## src/rtl/leg_alu_issue.sv

```systemverilog
// Instruction sequencer for the LEG 8-bit ALU: fetches 4-byte instructions,
// resolves operands, drives the ALU and retires the result to a register, PC or output port.
module leg_alu_issue #(
    parameter logic [7:0] RESET_PC = 8'h00
) (
    input  logic       clk,
    input  logic       rst,
    input  logic       run,
    output logic       pm_rd,
    output logic [7:0] pm_addr,
    input  logic [7:0] pm_rdata,
    input  logic       pm_valid,
    output logic [2:0] rf_raddr0,
    input  logic [7:0] rf_rdata0,
    output logic [2:0] rf_raddr1,
    input  logic [7:0] rf_rdata1,
    output logic [7:0] alu_opcode,
    output logic [7:0] alu_op1,
    output logic [7:0] alu_op2,
    input  logic [7:0] alu_result,
    output logic       rf_we,
    output logic [2:0] rf_waddr,
    output logic [7:0] rf_wdata,
    input  logic [7:0] io_in,
    output logic       out_valid,
    output logic [7:0] out_data,
    output logic [7:0] pc,
    output logic       busy,
    output logic       retire,
    output logic       illegal
);

    typedef enum logic [2:0] {
        S_IDLE, S_F0, S_F1, S_F2, S_F3, S_DEC, S_EXEC, S_WB
    } state_t;

    state_t     r_state;
    logic [7:0] r_pc;
    logic [7:0] r_opcode;
    logic [7:0] r_arg1;
    logic [7:0] r_arg2;
    logic [2:0] r_dest;
    logic [7:0] r_result;
    logic       r_pm_rd;
    logic [7:0] r_pm_addr;
    logic [2:0] r_raddr0;
    logic [2:0] r_raddr1;
    logic [7:0] r_alu_opcode;
    logic [7:0] r_alu_op1;
    logic [7:0] r_alu_op2;
    logic       r_rf_we;
    logic [2:0] r_rf_waddr;
    logic [7:0] r_rf_wdata;
    logic       r_out_valid;
    logic [7:0] r_out_data;
    logic       r_retire;
    logic       r_illegal;

    logic       w_illegal;
    logic [7:0] w_op1;
    logic [7:0] w_op2;
    logic [7:0] w_pc_next;

    // Source index 0-5 = register file, 6 = current PC, 7 = input port.
    function automatic logic [7:0] resolve(input logic imm, input logic [7:0] arg,
                                           input logic [7:0] rdata, input logic [7:0] cur_pc,
                                           input logic [7:0] io);
        if (imm)                  return arg;
        else if (arg[2:0] == 3'd6) return cur_pc;
        else if (arg[2:0] == 3'd7) return io;
        else                      return rdata;
    endfunction

    assign w_illegal = (r_opcode[5:4] != 2'b00);
    assign w_op1     = resolve(r_opcode[7], r_arg1, rf_rdata0, r_pc, io_in);
    assign w_op2     = resolve(r_opcode[6], r_arg2, rf_rdata1, r_pc, io_in);
    assign w_pc_next = (!w_illegal && r_dest == 3'd6) ? r_result : r_pc + 8'd4;

    always_ff @(posedge clk or negedge rst) begin
        if (!rst) begin
            r_state      <= S_IDLE;
            r_pc         <= RESET_PC;
            r_opcode     <= '0;
            r_arg1       <= '0;
            r_arg2       <= '0;
            r_dest       <= '0;
            r_result     <= '0;
            r_pm_rd      <= 1'b0;
            r_pm_addr    <= RESET_PC;
            r_raddr0     <= '0;
            r_raddr1     <= '0;
            r_alu_opcode <= '0;
            r_alu_op1    <= '0;
            r_alu_op2    <= '0;
            r_rf_we      <= 1'b0;
            r_rf_waddr   <= '0;
            r_rf_wdata   <= '0;
            r_out_valid  <= 1'b0;
            r_out_data   <= '0;
            r_retire     <= 1'b0;
            r_illegal    <= 1'b0;
        end else begin
            r_rf_we     <= 1'b0;
            r_out_valid <= 1'b0;
            r_retire    <= 1'b0;
            r_illegal   <= 1'b0;
            case (r_state)
                S_IDLE: begin
                    if (run) begin
                        r_state   <= S_F0;
                        r_pm_rd   <= 1'b1;
                        r_pm_addr <= r_pc;
                    end
                end
                S_F0: if (pm_valid) begin
                    r_opcode  <= pm_rdata;
                    r_pm_addr <= r_pm_addr + 8'd1;
                    r_state   <= S_F1;
                end
                S_F1: if (pm_valid) begin
                    r_arg1    <= pm_rdata;
                    r_pm_addr <= r_pm_addr + 8'd1;
                    r_state   <= S_F2;
                end
                S_F2: if (pm_valid) begin
                    r_arg2    <= pm_rdata;
                    r_pm_addr <= r_pm_addr + 8'd1;
                    r_state   <= S_F3;
                end
                S_F3: if (pm_valid) begin
                    r_dest   <= pm_rdata[2:0];
                    r_pm_rd  <= 1'b0;
                    r_raddr0 <= r_arg1[2:0];
                    r_raddr1 <= r_arg2[2:0];
                    r_state  <= S_DEC;
                end
                // ALU input registers double as the operand latches, so they are valid throughout EXEC.
                S_DEC: begin
                    r_alu_opcode <= r_opcode;
                    r_alu_op1    <= w_op1;
                    r_alu_op2    <= w_op2;
                    r_state      <= S_EXEC;
                end
                S_EXEC: begin
                    r_result  <= alu_result;
                    r_retire  <= 1'b1;
                    r_illegal <= w_illegal;
                    if (!w_illegal) begin
                        if (r_dest <= 3'd5) begin
                            r_rf_we    <= 1'b1;
                            r_rf_waddr <= r_dest;
                            r_rf_wdata <= alu_result;
                        end else if (r_dest == 3'd7) begin
                            r_out_valid <= 1'b1;
                            r_out_data  <= alu_result;
                        end
                    end
                    r_state <= S_WB;
                end
                S_WB: begin
                    r_pc      <= w_pc_next;
                    r_pm_addr <= w_pc_next;
                    if (run) begin
                        r_state <= S_F0;
                        r_pm_rd <= 1'b1;
                    end else begin
                        r_state <= S_IDLE;
                    end
                end
                default: r_state <= S_IDLE;
            endcase
        end
    end

    assign pm_rd      = r_pm_rd;
    assign pm_addr    = r_pm_addr;
    assign rf_raddr0  = r_raddr0;
    assign rf_raddr1  = r_raddr1;
    assign alu_opcode = r_alu_opcode;
    assign alu_op1    = r_alu_op1;
    assign alu_op2    = r_alu_op2;
    assign rf_we      = r_rf_we;
    assign rf_waddr   = r_rf_waddr;
    assign rf_wdata   = r_rf_wdata;
    assign out_valid  = r_out_valid;
    assign out_data   = r_out_data;
    assign pc         = r_pc;
    assign busy       = (r_state != S_IDLE);
    assign retire     = r_retire;
    assign illegal    = r_illegal;

endmodule

```

## config.mk

```make
export PLATFORM = sky130hd
export DESIGN_NAME = leg_alu_issue
export DESIGN_NICKNAME = d
export VERILOG_FILES = /design/src/rtl/leg_alu_issue.sv
export SDC_FILE = /design/constraint.sdc
export NUM_CORES = 1
export LEC_CHECK = 0
export BUFFER_PORTS_ARGS = -buffer_cell sky130_fd_sc_hd__buf_4
export CORE_ASPECT_RATIO = 0.7
export CORE_MARGIN = 1
export CORE_UTILIZATION = 54
export CTS_BUF_LIST = sky130_fd_sc_hd__clkbuf_4 sky130_fd_sc_hd__clkbuf_8 sky130_fd_sc_hd__clkbuf_16
export DETAILED_ROUTE_END_ITERATION = 6
export PLACE_DENSITY = 0.8
export SLEW_MARGIN = 10
export SYNTH_ARGS = -nofsm -noshare
export SYNTH_HDL_FRONTEND = slang
export SYNTH_SLANG_ARGS = --single-unit
```

## constraint.sdc

```tcl
create_clock -name clk -period 2.5 [get_ports clk]
set_clock_uncertainty 0.1 [all_clocks]
set_input_delay 0.375 -clock clk [delete_from_list [all_inputs] [get_ports clk]]
set_output_delay 0.375 -clock clk [all_outputs]
set_load 0.005 [all_outputs]
```

Word level (Yosys, flattened, before mapping)
Cells that the tools add are included.

storage, ports and cells
  bits in registers = 108
  latch bits = 0
  RAM bits = 0
  memory bits (read-only) = 0
  bits of input ports = 44
  output and inout bits = 71
  word-level logic and storage cells = 93
  memories = 0

cells by class
  $add $sub $neg = 2
  multiply operators = 0
  div/mod/pow operators = 0
  $lt $le $gt $ge = 1
  equality and inequality tests = 20
  shifts and indexed selects = 0
  mux-type cells = 29
  bitwise operators = 2
  reduce and logical (&&, ||, !) cells = 18

operators with widths
  operator             number
  $mux 8               9
  $eq 3x3->1 const B   10
  $pmux 3 s8           1
  $pmux 8 s3           1
  $mux 3               5
  $mux 1               12
  $ne 2x2->1 const B   5
  $reduce_and 3->1     3
  $add 8x1->8 const B  1
  $add 8x3->8 const B  1
  $reduce_and 2->1     4
  $eq 3x2->1 const B   2
  $reduce_bool 3->1    2
  $reduce_and 5->1     1
  $ne 2x1->1 const B   2
  $reduce_and 4->1     1
  $reduce_bool 2->1    2
  $eq 3x1->1 const B   1
  $le 3x3->1 const B   1
  $logic_not 3->1      1
  $reduce_or 3->1      1
  $not 1->1            2
  $pmux 1 s2           1
  $reduce_or 2->1      1
  other kinds (2)      2

Longest topological paths before layout
Gate-level depths: netlist of the first run.

  depth after elaboration = 5
  depth in mapped cells = 9
  mapped depth without buffers = 7

Worst setup path after synthesis of the first run
No wires, ideal clock.

  kind = register to register
  start point = register r_state[0]
  end point = register r_pm_addr[6] (netlist: pm_addr[6])
  setup time = 0.126 ns
  arrival = 1.815 ns
  required time = 2.274 ns
  setup slack = 0.459 ns
  stages on the path, launching flop included = 9
  path buffers = 2
  clock period less this slack = 2.041 ns
  cells stage by stage = dfrtp_1 -> inv_1 -> ha_1 -> buf_2 -> nor3_4 -> nor3_1 -> or2_0 -> clkbuf_1 -> o32a_1

between the ends
  word-level cells in the longest chain between the ends = 4
  elaborated cells between the ends (all ways) = 11
  classes of those cells = 6 x eq/ne; 1 x mux; 4 x reduce/logical

ends and longest elaborated chain
  element                                                                  line  text
  start: declaration                                                       37    state_t r_state;
  start signal: assignment                                                 81    r_state <= S_IDLE;
  start signal: assignment                                                 110   r_state <= S_F0;
  start signal: assignment                                                 118   r_state <= S_F1;
  $eq 3x2->1 / $eq 3x1->1 (equally long branches)                          107   case (r_state)
  $reduce_or 3->1 (no source line)                                         -
  $ne 2x1->1 (no source line) / $reduce_bool 3->1 (equally long branches)  -
  $reduce_and 3->1 (no source line)                                        -
  end signal: assignment                                                   112   r_pm_addr <= r_pc;
  end signal: assignment                                                   117   r_pm_addr <= r_pm_addr + 8'd1;
  end signal: assignment                                                   122   r_pm_addr <= r_pm_addr + 8'd1;
  end: declaration                                                         45    logic [7:0] r_pm_addr;

Parallel ways exist; a longest one is shown, timed or not.
A chain may end at the register's enable or synchronous reset.

Worst setup path in the final report of the first run
Same ends and word-level chain as after synthesis.

==> results.json, run 1 <==
{
  "finalCritPeriodShare_pct": 92.1,
  "synthToLayoutAreaGrowth_pct": 25.4,
  "drtIter0Drc": 294,
  "die_y_um": 83,
  "start_kind": "flop",
  "fmax_mhz": 434,
  "die_area_sq_um": 9770,
  "power_mw": 8.31,
  "ctsLongestPathBuffers": 2,
  "maxSlewHeadroom_pct": 60.7,
  "num_vias": 3999,
  "rsz0062_at_grt": "false",
  "n_antenna_cell": 0,
  "vias_per_cell": 5.85,
  "layout-drive-gt1-share_pct": 38.0,
  "reg2reg_from": "r_state[0]$_DFFE_PN0P_",
  "setup_tns_ps": 0,
  "worst_pin_slew_ps": 590,
  "drc": 0,
  "stdcell_count": 684,
  "worstHoldStart": "alu_result[7]",
  "post_drt_wl_per_cell_um": 18.0,
  "cts_resized": 0,
  "synth_area_sq_um": 5060,
  "synth_top_area_share_pct": 53.4,
  "fin_util_pct": 70.0,
  "place_area_sq_um": 6010,
  "htree_num_levels": 3,
  "synth_area_leader_cell": "dfrtp_1",
  "hold_viol_final": 0,
  "synth_edf_count": 0,
  "grt.total_usage_pct": 26.0,
  "dp_hpwl_um": 8880,
  "synthArstFlopShare_pct": 100,
  "clock_sinks": 108,
  "grt_max_degree": 59,
  "antenna_found_initial": 0,
  "worstPathRequired_ps": 2630,
  "yosys_warnings": 0,
  "die_x_um": 118,
  "root_buffer": "clkbuf_16",
  "dp.cells": 668,
  "final_antenna_net_count": 0,
  "grt_pass1_wl_um": 19700,
  "hold_path_depth": 2,
  "syn_area_per_cell_sq_um": 11.3,
  "crit_path_start": "r_state[0]$_DFFE_PN0P_",
  "synth_compound_area_share_pct": 12.6,
  "synthCells": 449,
  "synth_xor_area_share_pct": 0.519,
  "status": "complete, no violations",
  "drt_wl_total_um": 12300,
  "rows": 29,
  "io_buffer_count": 114,
  "seq_area_frac_synth_pct": 53.4,
  "cts_setup_buffers": 0,
  "overflow": 0,
  "synthAdderAreaFrac_pct": 1.48,
  "leakage_nw": 2.98,
  "arrival_ps": 2430,
  "clk_latency_ps": 350,
  "cp-end-kind": "flop",
  "netlist_top_cells_area": "dfrtp_1 (53%), mux2_2 (15%), mux2i_1 (3.8%)",
  "hold_class": "input pin to flop",
  "path_max_fanout": 11,
  "synth.most_common_cell": "dfrtp_1",
  "final_max_slew_viol_count": 0,
  "powerDensity_nw_per_um2": 1310,
  "ys_types": 51,
  "yosys.area_share.simple_pct": 10.4,
  "cap_violations": 0,
  "place_congestion": 0.871,
  "synth_seq_cells": 108,
  "clk_pin_slew_ps": 70,
  "ir_drop_mv": 0.730,
  "reg2regPathDepth": 6,
  "min_period_ps": 2300,
  "setup_violations": 0,
  "synth_top_family_by_area": "multiplexers",
  "final_cell_area_sq_um": 6350,
  "path_class": "flop to flop",
  "synthMuxAreaShare_pct": 18.7,
  "firstDrtPassIters": 5,
  "tritoncts": "yes",
  "core-area_sq_um": 9070,
  "grt_pass1_vias": 3833,
  "numCtsBuffers": 9,
  "synth_common_cells": "dfrtp_1 (108), mux2_2 (67), nand2_1 (39), nor2_1 (30), o21ai_0 (30)",
  "syn_nets": 499,
  "fin_nets": 606,
  "synthFlopType": "dfrtp_1",
  "initial_core_util_pct": 55.8,
  "io_pins": 115
}
-- where the power goes --
part / internal [mW] / switching [mW]
sequential: 2.54 / 0.842
combinational: 1.82 / 1.57
clock: 0.888 / 0.647
-- stage by stage --
step           setup slack [ps]  hold WS (ps)
2_1_floorplan               459         -20.6
3_3_place_gp                336           191
4_1_cts                     223           173
6_report                    197           179
5_1_grt                    80.4           172
3_5_place_dp                225           195
-- timing repair --
action	in CTS	in global routing
hold buffers	1	0
setup endpoints to repair	0	0
endpoints found under the hold margin	21	0
-- metal layers --
metal  GRT usage [%]  wire length (um)  vias up
li1                -                 -     1823
met3            7.62              1020       14
met5               0                 0        -
met2            38.8              5580      184
met1            37.2              5560     1978
met4            6.88               155        0
-- worst max-delay path, stage by stage (launching register included) --
cell     delay [ps]
dfrtp_1         380
inv_1            80
ha_1            330
nor3b_1         210
a211o_1         330
or2_0           360
o32a_1          400
-- flip-flops by register name, summed over array words and instances, names as in the netlist --
register and cells:
pm_addr 8, alu_op1 8, pm_rd 1, rf_we 1, rf_raddr0 3, rf_wdata 8
out_valid 1, illegal 1, pc 8, r_result 8, out_data 8, alu_opcode 8
r_arg1 8, r_dest 3, retire 1, rf_raddr1 3, rf_waddr 3, alu_op2 8
r_opcode 8, r_state 3, r_arg2 8
-- placed cells by master, fill, tap and decap left out, types with 2 or more instances in the layout --
cell       synthesis  layout
buf_4              0     119
dfrtp_1          108     108
mux2_2            67      67
nand2_1           39      39
nor2_1            30      30
o21ai_0           30      30
a21oi_1           29      29
mux2i_1           19      19
a211oi_1          14      14
inv_1              9       9
nand3_1            9       9
clkbuf_16          0       9
ha_1               6       6
nor3_1             5       5
a31oi_1            5       5
o22a_1             4       4
o22ai_1            4       4
and2_1             3       3
nor3b_1            3       3
o211ai_1           3       3
nand2b_1           2       2
nor2_4             2       2
nor2b_1            2       2
xnor2_1            2       2
a21o_1             2       2
nor4_1             2       2
nand4_1            2       2
a221oi_1           2       2
bufinv_16          0       2
inv_8              0       2
-- final cells by class --
cell class	instances	area (sq um)
inverter	10	37.5
multi-input combinational	306	2210
fill	682	2730
clock buffer	9	225
clock inverter	6	96.3
timing repair buffer	121	923
tap	124	155
sequential	108	2700
-- worst paths after layout --
check / to / slack [ps]
worst max-delay path: pm_addr[6]$_DFFE_PN0P_ / 200
worst min-delay path: rf_wdata[7]$_DFFE_PN0P_ / 180
worst max register to register: pm_addr[6]$_DFFE_PN0P_ / 200
worst min register to register: alu_op2[6]$_DFFE_PN0N_ / 390
max in group asynchronous: out_data[2]$_DFFE_PN0P_ / 1270
min in group asynchronous: pm_addr[6]$_DFFE_PN0P_ / 370
-- cells by family (layout without fill, tap and decap cells) --
kind of cell,after synthesis,in the layout
adders and majority gates,6,6
AOI/OAI and AO/OA,103,103
xor gates and xnor gates,3,3
and+or+nand+nor,108,108
buffers and inverters,35,146
DFF,108,108
muxes,86,86
No activity file was read; power rests on OpenSTA's default activity.
==> run 2: changes to the inputs <==
Settings changed: ABC_AREA from default to 1, CORE_UTILIZATION 54 to 58, PLACE_DENSITY 0.8 to 0.85.
Clock period 2.5 ns to 2.69 ns, I/O delays scaled along.
==> run 2 against run 1 <==
  * Maximum frequency increased by 9.3%
  * Sequential share of layout area increased by 0.30 points
  * Wire length increased by 16%
  * Power decreased by 17%
  * Worst hold slack improved by 56 ps
  * First-iteration DRC count increased by 40%
  * Critical path type unchanged
  * Clock power decreased by 19%
==> results.json, run 2 <==
{
  "arrival_ps": 2250,
  "synthArstFlopShare_pct": 100,
  "drt_wl_total_um": 14200,
  "p_comb_share_pct": 39.4,
  "dp_slack_ps": 612,
  "finalCritPeriodShare_pct": 78.3,
  "sw_frac_of_total_pct": 40.2,
  "syn_nets": 662,
  "grt_pass1_wl_um": 22900,
  "final_cell_area_sq_um": 6300,
  "status": "complete, no violations",
  "synth_top_area_share_pct": 53.1,
  "seq_area_sq_um": 2700,
  "cap_violations": 0,
  "overflow": 0,
  "final_max_slew_viol_count": 0,
  "multiInputGateArea_sq_um": 1990,
  "hold_class": "input pin to flop",
  "core-area_sq_um": 8480,
  "synth_seq_cells": 108,
  "powerDensity_nw_per_um2": 1100,
  "synth_edf_count": 0,
  "clk_pin_slew_ps": 70,
  "p_int_mw": 4.14,
  "cts_setup_buffers": 0,
  "grt_pass1_vias": 4470,
  "htree_num_levels": 3,
  "place_congestion": 0.929,
  "cts_resized": 0,
  "synth.most_common_cell": "nand2_1",
  "die_area_sq_um": 9160,
  "synth_common_cells": "nand2_1 (179), dfrtp_1 (108), o21ai_0 (82), inv_1 (70), nand3_1 (48)",
  "synthCells": 612,
  "worst_pin_slew_ps": 619,
  "syn_area_per_cell_sq_um": 8.32,
  "dp.cells": 830,
  "layout-drive-gt1-share_pct": 22.9,
  "start_kind": "flop",
  "grt_max_degree": 51,
  "fmax_mhz": 475,
  "seq_area_frac_synth_pct": 53.1,
  "grt.total_usage_pct": 33.3,
  "hold_viol_final": 0,
  "n_antenna_cell": 0,
  "numCtsBuffers": 9,
  "leakage_nw": 3.36,
  "final_antenna_net_count": 0,
  "pwr-share-clk_pct": 17.8,
  "synth_area_leader_cell": "dfrtp_1",
  "vias_per_cell": 5.59,
  "dp_hpwl_um": 10500,
  "rsz0062_at_grt": "false",
  "netlist_top_cells_area": "dfrtp_1 (53%), nand2_1 (13%), o21ai_0 (8.1%)",
  "min_period_ps": 2110,
  "drc": 0,
  "final_cell_mix": "nand2_1 (179), buf_4 (119), dfrtp_1 (108)",
  "initial_core_util_pct": 60.1,
  "timing.final.ws_setup_ps": 583,
  "setup_tns_ps": 0,
  "p_seq_share_pct": 42.7,
  "ys_types": 32,
  "clk_latency_ps": 350,
  "synthFlopType": "dfrtp_1",
  "maxSlewHeadroom_pct": 58.8,
  "tritoncts": "yes",
  "drtIter0Drc": 413,
  "clock_sinks": 108,
  "io_pins": 115,
  "r2r_slack_ps": 580,
  "die_y_um": 80.4,
  "die_x_um": 114,
  "ir_drop_mv": 0.708,
  "synthToLayoutAreaGrowth_pct": 23.8,
  "cp-end-kind": "flop",
  "setup_violations": 0,
  "antenna_found_initial": 0,
  "worstPathRequired_ps": 2830,
  "rows": 28,
  "stdcell_count": 846,
  "synth_area_sq_um": 5090,
  "power.switching_mw": 2.79,
  "yosys_warnings": 0,
  "path_max_fanout": 11,
  "ctsLongestPathBuffers": 2,
  "place_area_sq_um": 6020,
  "io_buffer_count": 114,
  "firstDrtPassIters": 5,
  "num_vias": 4726,
  "fin_nets": 772,
  "post_drt_wl_per_cell_um": 16.8,
  "root_buffer": "clkbuf_16",
  "num-fill-cells": 631,
  "path_class": "flop to flop",
  "final_common_cell": "nand2_1"
}
==> run 2: what timing repair did <==
| action | 4_1_cts | 5_1_grt |
|---|---|---|
| hold buffers | 1 | 0 |
| endpoints found under the setup margin | 0 | 0 |
| endpoints found under the hold margin | 46 | 0 |
==> run 2: cell type report <==
class,instances,area share (%)
Tap cell,120,2.38
Timing Repair Buffer,120,14.3
Sequential cell,108,42.9
Clock buffer,10,3.69
Clock inverter,5,0.615
Multi-Input combinational cell,408,31.6
Inverter,75,4.47
==> run 2: routing by layer <==
metal	routed length [um]	part of all wire [%]	vias up	GRT usage (%)
met2	6240	44	257	50.2
li1	-	-	2191	-
met1	6380	45	2258	47.9
met3	1450	10	20	8.38
met5	0	0	-	0
met4	168	1.2	0	8.96
==> run 2: through the flow <==
stage | hold WS (ps) | util (%) | power (mW)
5_1_grt | 256 | 74.3 | 7.43
3_5_place_dp | 352 | 71.0 | 5.65
3_3_place_gp | 351 | 71.0 | 5.50
4_1_cts | 223 | 74.3 | 6.91
6_report | 234 | 74.3 | 6.93
2_1_floorplan | 7.91 | - | 4.42
==> run 2: worst paths after layout <==
| kind | start | to | depth (start not counted) |
|---|---|---|---|
| max in group asynchronous | rst | alu_op2[5]$_DFFE_PN0N_ | 3 |
| worst min register to register | r_opcode[3]$_DFFE_PN0P_ | alu_opcode[3]$_DFFE_PN0N_ | 2 |
| worst max register to register | r_state[0]$_DFFE_PN0P_ | pm_addr[2]$_DFFE_PN0P_ | 10 |
| worst max-delay path | r_state[0]$_DFFE_PN0P_ | pm_addr[2]$_DFFE_PN0P_ | 10 |
| min in group asynchronous | rst | alu_op2[2]$_DFFE_PN0N_ | 2 |
| worst min-delay path | io_in[4] | alu_op1[4]$_DFFE_PN0N_ | 3 |
==> run 2: logic make-up after synthesis <==
logic type / share of synthesized area (%)
AO/OA/AOI/OAI: 13.6
XOR/XNOR: 0.344
buffers and inverters: 7.79
adder cells (fa/ha/maj): 1.47
AND/OR/NAND/NOR: 22.9
flip-flops: 53.1
multiplexers: 0.884
==> run 2: power groups by stage <==
stage	clock network, mW	logic, mW	registers [mW]
3_5_place_dp	0	2.70	2.94
3_3_place_gp	0	2.59	2.92
4_1_cts	1.25	2.73	2.93
2_1_floorplan	0	1.66	2.76
5_1_grt	1.30	3.10	3.03
6_report	1.24	2.73	2.96
==> run 2: worst max-delay path: stages (launching register included) <==
cell     delay, ps
dfrtp_1        380
inv_1           80
ha_1           250
o21ai_2        200
nand2_1        240
nand2_1        150
o21ai_2         90
nor2_4         270
inv_2          120
nand2_1         80
nand2_1         50
